## config.mk

```make
export PLATFORM = sky130hd
export DESIGN_NAME = divider_4bits_seq
export DESIGN_NICKNAME = d
export VERILOG_FILES = /design/src/rtl/divider_4bits_seq.sv
export SDC_FILE = /design/constraint.sdc
export NUM_CORES = 1
export LEC_CHECK = 0
export CAP_MARGIN = 20
export CORE_UTILIZATION = 46
export DETAILED_ROUTE_END_ITERATION = 6
export PLACE_DENSITY = 0.71
export SETUP_SLACK_MARGIN = 0.02
export SLEW_MARGIN = 20
export SYNTH_ARGS = -nofsm -noshare
export SYNTH_HDL_FRONTEND = slang
export SYNTH_SLANG_ARGS = --single-unit
```

## constraint.sdc

```tcl
create_clock -name clk -period 1.61 [get_ports clk]
set_input_delay 0.161 -clock clk [delete_from_list [all_inputs] [get_ports clk]]
set_output_delay 0.161 -clock clk [all_outputs]
set_load 0.05 [all_outputs]
```

## src/rtl/divider_4bits_seq.sv

```systemverilog
// divider_4bits_seq: sequential unsigned restoring divider, one quotient bit per clock
// Build option DIV_ZERO_FASTPATH_EN: a zero divisor skips the iterations and finishes in one step.
module divider_4bits_seq #(
   parameter int WIDTH = 4
) (
   input  logic             clk,
   input  logic             rst_n,
   input  logic             start,
   input  logic [WIDTH-1:0] dividend,
   input  logic [WIDTH-1:0] divisor,
   output logic             busy,
   output logic             done,
   output logic [WIDTH-1:0] quotient,
   output logic [WIDTH-1:0] remainder,
   output logic             div_by_zero
);
`ifdef DIV_ZERO_FASTPATH_EN
   localparam bit FAST = 1'b1;
`else
   localparam bit FAST = 1'b0;
`endif
   localparam int CW = $clog2(WIDTH + 1);
   typedef enum logic [1:0] {IDLE, RUN, DONE} state_t;
   state_t state, nxt;
   logic [WIDTH-1:0] rem, rem_nxt, sh, sh_nxt, dvs;
   logic [WIDTH:0] shifted;
   logic [CW-1:0] cnt;
   logic zf, neg, last, accept;
   assign shifted = {rem, sh[WIDTH-1]};
   assign neg = shifted < {1'b0, dvs};
   assign rem_nxt = neg ? shifted[WIDTH-1:0] : shifted[WIDTH-1:0] - dvs;
   assign sh_nxt = (sh << 1) | WIDTH'(!neg);
   assign last = zf || cnt == CW'(1);
   assign accept = start && state != RUN;
   assign busy = state == RUN && !zf;
   assign done = state == DONE;
   // state register
   always_ff @(posedge clk or negedge rst_n) begin
      if (!rst_n) state <= IDLE;
      else state <= nxt;
   end
   // next state: iterate until the counter runs out, DONE always lasts one cycle
   always_comb begin
      nxt = state == RUN ? (last ? DONE : RUN) : (start ? RUN : IDLE);
   end
   // datapath: capture on accept, one restoring step per RUN cycle, results loaded on the last step
   always_ff @(posedge clk or negedge rst_n) begin
      if (!rst_n) begin
         rem <= '0;
         sh <= '0;
         dvs <= '0;
         cnt <= '0;
         zf <= 1'b0;
         quotient <= '0;
         remainder <= '0;
         div_by_zero <= 1'b0;
      end else if (accept) begin
         rem <= '0;
         sh <= dividend;
         dvs <= divisor;
         cnt <= CW'(WIDTH);
         zf <= FAST && divisor == '0;
         div_by_zero <= 1'b0;
      end else if (state == RUN) begin
         rem <= rem_nxt;
         sh <= sh_nxt;
         cnt <= cnt - CW'(1);
         if (last) begin
            quotient <= zf ? '1 : sh_nxt;
            remainder <= zf ? sh : rem_nxt;
            div_by_zero <= dvs == '0;
         end
      end
   end
endmodule

```

# --- After elaboration in Yosys (flattened, before gate mapping) ---
# Index checks and enable logic that the tools add are counted.
# W data, S select, Z words.
totals:
  regBits: 26
  out_inout_bits: 11
  word_cells: 37
  in_bits: 11
op_classes:
  bitwise_logic: 2
  magnitude_cmp: 1
  eq_ne: 4
  addsub: 2
  n_mux: 13
  reduce_logical: 7
op_table:
  columns: ["op", "count"]
  rows:
  - ["$mux W4", 5]
  - ["$mux W3", 2]
  - ["$lt A5 B4 Y1", 1]
  - ["$logic_not A4 Y1", 1]
  - ["$mux W1", 4]
  - ["$mux W2", 2]
  - ["$or A4 B1 Y4", 1]
  - ["$reduce_bool A2 Y1", 2]
  - ["$sub A4 B4 Y4", 1]
  - ["$eq A3 B1 Y1 const B", 1]
  - ["$reduce_and A3 Y1", 1]
  - ["$sub A3 B1 Y3 const B", 1]
  - ["$eq A2 B1 Y1 const B", 1]
  - ["$eq A2 B2 Y1 const B", 1]
  - ["$ne A2 B1 Y1 const B", 1]
  - ["$reduce_and A2 Y1", 1]
  - ["$logic_and A1 B1 Y1", 1]
  - ["$logic_not A1 Y1", 1]
  - ["$not A1 Y1", 1]

# --- Longest topological paths before layout ---
# Gate-level depths: netlist of the first run.
depth:
  depth_word: 5
  depth_mapped: 8
  depth_no_buf: 7

# --- Worst setup path before layout of the first run ---
# Ideal clock, no wire load.
synth_path:
  path_kind: "register -> register"
  startpoint: "register dvs[1]"
  endpoint: "register remainder[3]"
  slack_ns: -0.043
  required_ns: 1.489
  arrival_time_ns: 1.532
  stages_incl_launch_ff: 7
  synth_period_minus_slack_ns: 1.653
  path_buffers: 0
  setup_time_ns: 0.121
  cell_sequence: "dfrtp_1 > inv_1 > ha_1 > nor2b_4 > o21ai_2 > or4b_1 > a22o_1"
synth_between:
  elab_chain_len: 2
synth_lines:
  columns: ["element", "line", "text"]
  rows:
  - ["start: declaration", "25", "logic [WIDTH-1:0] rem, rem_nxt, sh, sh_nxt, dvs;"]
  - ["start signal: assignment", "60", "dvs <= divisor;"]
  - ["$sub A4 B4 Y4 or $lt A5 B4 Y1 (tied branches)", "31, 30", null]
  - ["$mux W4 (*)", "31", "assign rem_nxt = neg ? shifted[WIDTH-1:0] : shifted[WIDTH-1:0] - dvs;"]
  - ["end signal: assignment", "70", "remainder <= zf ? sh : rem_nxt;"]
  - ["end: declaration", "14", "output logic [WIDTH-1:0] remainder,"]
# Mark *: on every way between the ends. The rest lies on a longest branch, timed or not.
# A chain may end at the register's enable or synchronous reset.

# --- Final worst setup path of the first run ---
layout_path:
  startpoint: "register rem[0]"
  endpoint: "register remainder[1]"
layout_between:
  elab_chain_len: 2
layout_lines:
  columns: ["element", "line", "text"]
  rows:
  - ["start: declaration", "25", null]
  - ["start signal: assignment", "65", "rem <= rem_nxt;"]
  - ["$sub A4 B4 Y4 or $lt A5 B4 Y1 (tied branches)", "31, 30", null]
  - ["$mux W4 (*)", "31", null]
# Marked as above.

==> out/metrics.yaml, run 1 <==
fin_ws_ps: -114
violations: "setup timing"
synthArstFlopShare_pct: 100
drtPass1Iterations: 4
grt_pass1_vias: 981
nets: 180
dp_hpwl_um: 2090
synth_area_um2: 1300
cts_sinks: 26
critical_path_class: "reg2reg"
postRouteAntennaNets: 0
ctsHoldBuffers: 0
final_util_pct: 68.3
ys_types: 35
r2r_setup_slack_ps: -110
synthFlopType: "dfrtp_1"
io_pins: 22
fp.dieW_um: 55.1
clkSlewWorstSetupHoldPaths_ps: 130
totalWireLength_um: 2860
wl_per_cell_um: 15.0
antenna_found_initial: 0
cap_violations: 0
finalMaxSlewViolations: 0
max_stage_delay_ps: 420
rows: 18
dpl_cell_area_um2: 1590
syn_area_per_cell_um2: 10.3
grt_pass1_wl_um: 4380
synth_edf_count: 0
yosys-top-cells-count: "26 x dfrtp_1, 18 x nand2_1, 9 x inv_1"
die_area_um2: 3040
fp.coreArea_um2: 2570
tightest_slew_ps: 589
fin_crit_ps: 1720
area_delta_synth_final_pct: 35.1
path_cells: "ha_1 -> nor2b_4 -> buf_4 -> o31a_4 -> nor2_4 -> o311ai_4"
diodes: 0
crit_slowest_cell: "dfrtp_1"
synth.top_cell.area_share_pct: 50.1
start_kind: "flop"
rsz0062_at_grt: "yes"
cts_inserted_buffers: 3
drive_above_1_share_pct: 34.2
fin_crit_sh_pct: 107
syn_nets: 144
yosysMostFrequentCell: "dfrtp_1"
setup_viol: 8
via_per_inst: 5.45
ys_ff_latch: 26
ys_warn_count: 0
syn_inst: 126
hp-class: "in2async"
skew_ps: 2.64
max_clock_freq_mhz: 580
vias: 1040
place.gp.congestion: 0.738
outcome: "finished, violations left"
die_y_um: 55.1
grt_start_max_net_pins: 27
slew_headroom_pct: 60.6
cts_tree: "done"
critPathRequiredTime_ps: 1810
io_buffer_count: 21
end_kind: "flop"
cts-root-buf: "clkbuf_4"
track_usage_pct: 21.0
h-tree-depth: 1
pre_cts_ws_ps: -121
initial_core_util_pct: 50.5
yosysTopAreaCell: "dfrtp_1"
drc: 0
ys_seq_area_share_pct: 50.1
synth_area_leaders: "dfrtp_1 50%, ha_1 5.8%, nand2_1 5.2%"
critical_path_arrival_ps: 1930
final_hold_viol_count: 0
finalInstanceArea_um2: 1750
grt-ovfl-total: 0
insertion_delay_ps: 320
cp_max_fo: 5
cts_buffer_depth: 2
initialDrtViolationCount: 16
## per-layer routing
metal  share of wire [%]  global-route usage, %  routed length (µm)
met4                0.66                   3.75                  19
met3                 3.1                   4.10                  88
met1                  44                   26.0                1270
met2                  52                   38.0                1480
met5                   0                      0                   0
## final cells by class
| cell class | count | area [µm²] |
|---|---|---|
| clock buffer | 4 | 36.3 |
| fill | 205 | 815 |
| inverter | 10 | 43.8 |
| multi-input combinational | 86 | 684 |
| sequential | 26 | 651 |
| tap | 30 | 37.5 |
| timing repair buffer | 35 | 300 |
## flip-flops by register name, summed over array words and instances, names as in the netlist
name         flops
cnt              3
div_by_zero      1
dvs              4
quotient         4
rem              4
remainder        4
sh               4
state            2
## cell families after synthesis
kind of cell	Yosys count	synth area share [%]
and+or+nand+nor	45	17.5
muxes	8	6.56
buffers and inverters	14	4.44
xor gates and xnor gates	1	0.675
AOI/OAI and AO/OA	25	13.4
DFF	26	50.1
adders and majority gates	7	7.33
## per-stage QoR
stage	hold slack [ps]	instances	TNS, ps
after floorplan	-135	126	-86.3
after global placement	462	184	-149
after global routing	214	191	-1130
after CTS	197	191	-151
final	182	191	-591
after detailed placement	465	184	-272
## placed cells by master (no fill, tap or decap), types with 2 or more instances in the layout
master,count
dfrtp_1,26
a31oi_1,2
nor3_1,2
inv_1,7
nor2b_1,3
o21ai_0,5
a21oi_1,2
nand2_1,18
nand3_2,2
nand4_1,3
ha_4,2
clkbuf_4,3
mux2i_1,4
clkdlybuf4s50_1,10
nor2_1,7
nand3_1,3
ha_1,3
buf_4,24
mux2_2,4
o21ai_2,2
a22o_1,2
## critical path: cells and delay by family, from the launching register on
family | cells | cell delay (ps)
compound gates | 2 | 420
fa+ha+maj | 1 | 290
buf+inv | 1 | 130
flops | 1 | 420
simple gates | 2 | 360
## path summary, 6_finish.rpt
kind,from,to,depth (start not counted)
setup / recovery,rem[0],remainder[1],6
max in group asynchronous,rst_n,sh[3],2
setup reg to reg,rem[0],remainder[1],6
hold reg to reg,quotient[1],quotient[1],2
min in group clk,divisor[3],dvs[3],2
hold / removal,rst_n,cnt[0],2
## timing repair
action	4_1_cts	5_1_grt
setup endpoints to repair	11	11
pin swaps	1	10
gates resized for setup	6	14
buffers inserted	3	1
Power of run 1 is left out: the tool's default activity adds up to more than one toggle a clock period on the data nets, which glitch-free logic cannot reach.
==> run 2, diff against run 1 <==
--- a/config.mk
+++ b/config.mk
@@ -5,10 +5,11 @@
 export SDC_FILE = /design/constraint.sdc
 export NUM_CORES = 1
 export LEC_CHECK = 0
+export ABC_CLOCK_PERIOD_IN_PS = 1610
 export CAP_MARGIN = 20
-export CORE_UTILIZATION = 46
+export CORE_UTILIZATION = 44
 export DETAILED_ROUTE_END_ITERATION = 6
-export PLACE_DENSITY = 0.71
+export PLACE_DENSITY = 0.68
 export SETUP_SLACK_MARGIN = 0.02
 export SLEW_MARGIN = 20
 export SYNTH_ARGS = -nofsm -noshare
==> out/metrics.yaml, run 2 (synthesis results as in run 1) <==
place.gp.congestion: 0.802  # +8.7%
critical_path_arrival_ps: 1970  # +40 ps
critPathRequiredTime_ps: 1850  # +40 ps
fin_crit_sh_pct: 108  # +0.51 points
final_hold_viol_count: 0  # unchanged
critical_path_class: "reg2reg"
startpoint: "rem[0]"
max_clock_freq_mhz: 577  # -0.48%
rsz0062_at_grt: "yes"
die_area_um2: 3170  # +4.4%
nets: 183  # +1.7%
postRouteAntennaNets: 0  # unchanged
cts_buffer_depth: 2  # unchanged
h-tree-depth: 1  # unchanged
cts_inserted_buffers: 3  # unchanged
finalMaxSlewViolations: 0  # unchanged
insertion_delay_ps: 330  # about the same
endpoint: "remainder[3]"
drc: 0  # unchanged
fin_ws_ps: -122  # -8.24 ps
hold-worst-slack_ps: 171  # -10.9 ps
hp-class: "in2async"
violations: "setup timing"
grt_start_max_net_pins: 27  # unchanged
die_y_um: 56.3  # +2.2%
wl_per_cell_um: 15.1  # +0.96%
grt_pass1_vias: 1121  # +14%
drive_above_1_share_pct: 34.8  # +0.59 points
outcome: "finished, violations left"
r2r_setup_slack_ps: -120  # about the same
cp_max_fo: 3  # -2
io_pins: 22  # unchanged
via_per_inst: 5.53  # +1.6%
setup_viol: 8  # unchanged
area_delta_synth_final_pct: 36.9
vias: 1079  # +3.8%
start_kind: "flop"
rr_startpoint: "rem[0]"
grt-ovfl-total: 0  # unchanged
drtPass1Iterations: 4  # unchanged
totalWireLength_um: 2950  # +3.1%
grt_pass1_wl_um: 4820  # +9.9%
ff2ff_path_depth: 5  # -1
antenna_found_initial: 0  # unchanged
ctsHoldBuffers: 0  # unchanged
dp_hpwl_um: 2130  # +1.6%
fp.dieW_um: 56.3  # +2.2%
clkSlewWorstSetupHoldPaths_ps: 150  # +20 ps
io_buffer_count: 21  # unchanged
skew_ps: 6.14  # +3.50 ps
diodes: 0  # unchanged
fin_crit_ps: 1730  # +8.24 ps
r2r_end: "remainder[3]"
cts-root-buf: "clkbuf_4"
initialDrtViolationCount: 23  # +7
tightest_slew_ps: 527  # -62.5 ps
initial_core_util_pct: 46.6  # -3.9 points
final_util_pct: 63.9  # -4.4 points
cts_tree: "done"
layout_common_cells: "26 x dfrtp_1, 26 x buf_4, 18 x nand2_1"
cap_violations: 0  # unchanged
slew_headroom_pct: 64.8  # +4.2 points
track_usage_pct: 19.4  # -1.6 points
fp.coreArea_um2: 2780  # +8.3%
cts_sinks: 26  # unchanged
end_kind: "flop"
rows: 19  # +1
==> run 2: cell types whose count changed in the layout (fill, tap and decap cells not counted), sizes merged <==
cell / before / now
buf: 25 / 28
bufinv: 0 / 1
clkbuf: 4 / 3
==> run 2: what timing repair did <==
action / in CTS / in global routing
resized for setup: 5 / 13
cloned: 0 / 0
pin swaps: 4 / 7
hold endpoints to repair: 0 / 0
setup buffers: 2 / 1
setup endpoints to repair: 8 / 11
==> run 2: worst max-delay path: stages, from the launching register on <==
cell and delay, ps:
dfrtp_1 400, ha_1 290, nor2b_4 140, o21ai_2 110, or4b_4 480, a22o_1 210
==> run 2: final cells by class <==
class,count,area [µm²]
tap,31,38.8
inverter,10,41.3
clock buffer,3,22.5
fill,241,1000
sequential,26,651
clock inverter,1,30.0
multi-input combinational,86,667
timing repair buffer,38,327
==> run 2: routing by layer <==
metal / up-vias / GRT usage (%) / share of wire (%)
met3: 4 / 2.07 / 3.1
met1: 537 / 25.0 / 43
met5: - / 0 / 0
met4: 0 / 5.23 / 1.2
met2: 24 / 34.7 / 52
li1: 514 / - / -
==> run 2: worst min-delay path by stage <==
stage,from,to
after floorplan,rst_n,cnt[0]
after global placement,quotient[2],quotient[2]
after detailed placement,quotient[1],quotient[1]
after CTS,rst_n,state[0]
after global routing,rst_n,cnt[0]
final,rst_n,dvs[0]
==> run 2: metrics by stage <==
step	cell area [µm²]	setup TNS [ps]	cells	worst slack, ps
after global placement	1620	-61.1	188	-23.9
final	1780	-487	195	-122
after detailed placement	1620	-307	188	-89.9
after CTS	1710	-417	194	-86.6
after floorplan	1300	-86.3	126	-43.2
after global routing	1780	-1190	195	-180
Power of run 2 is left out for the same reason.
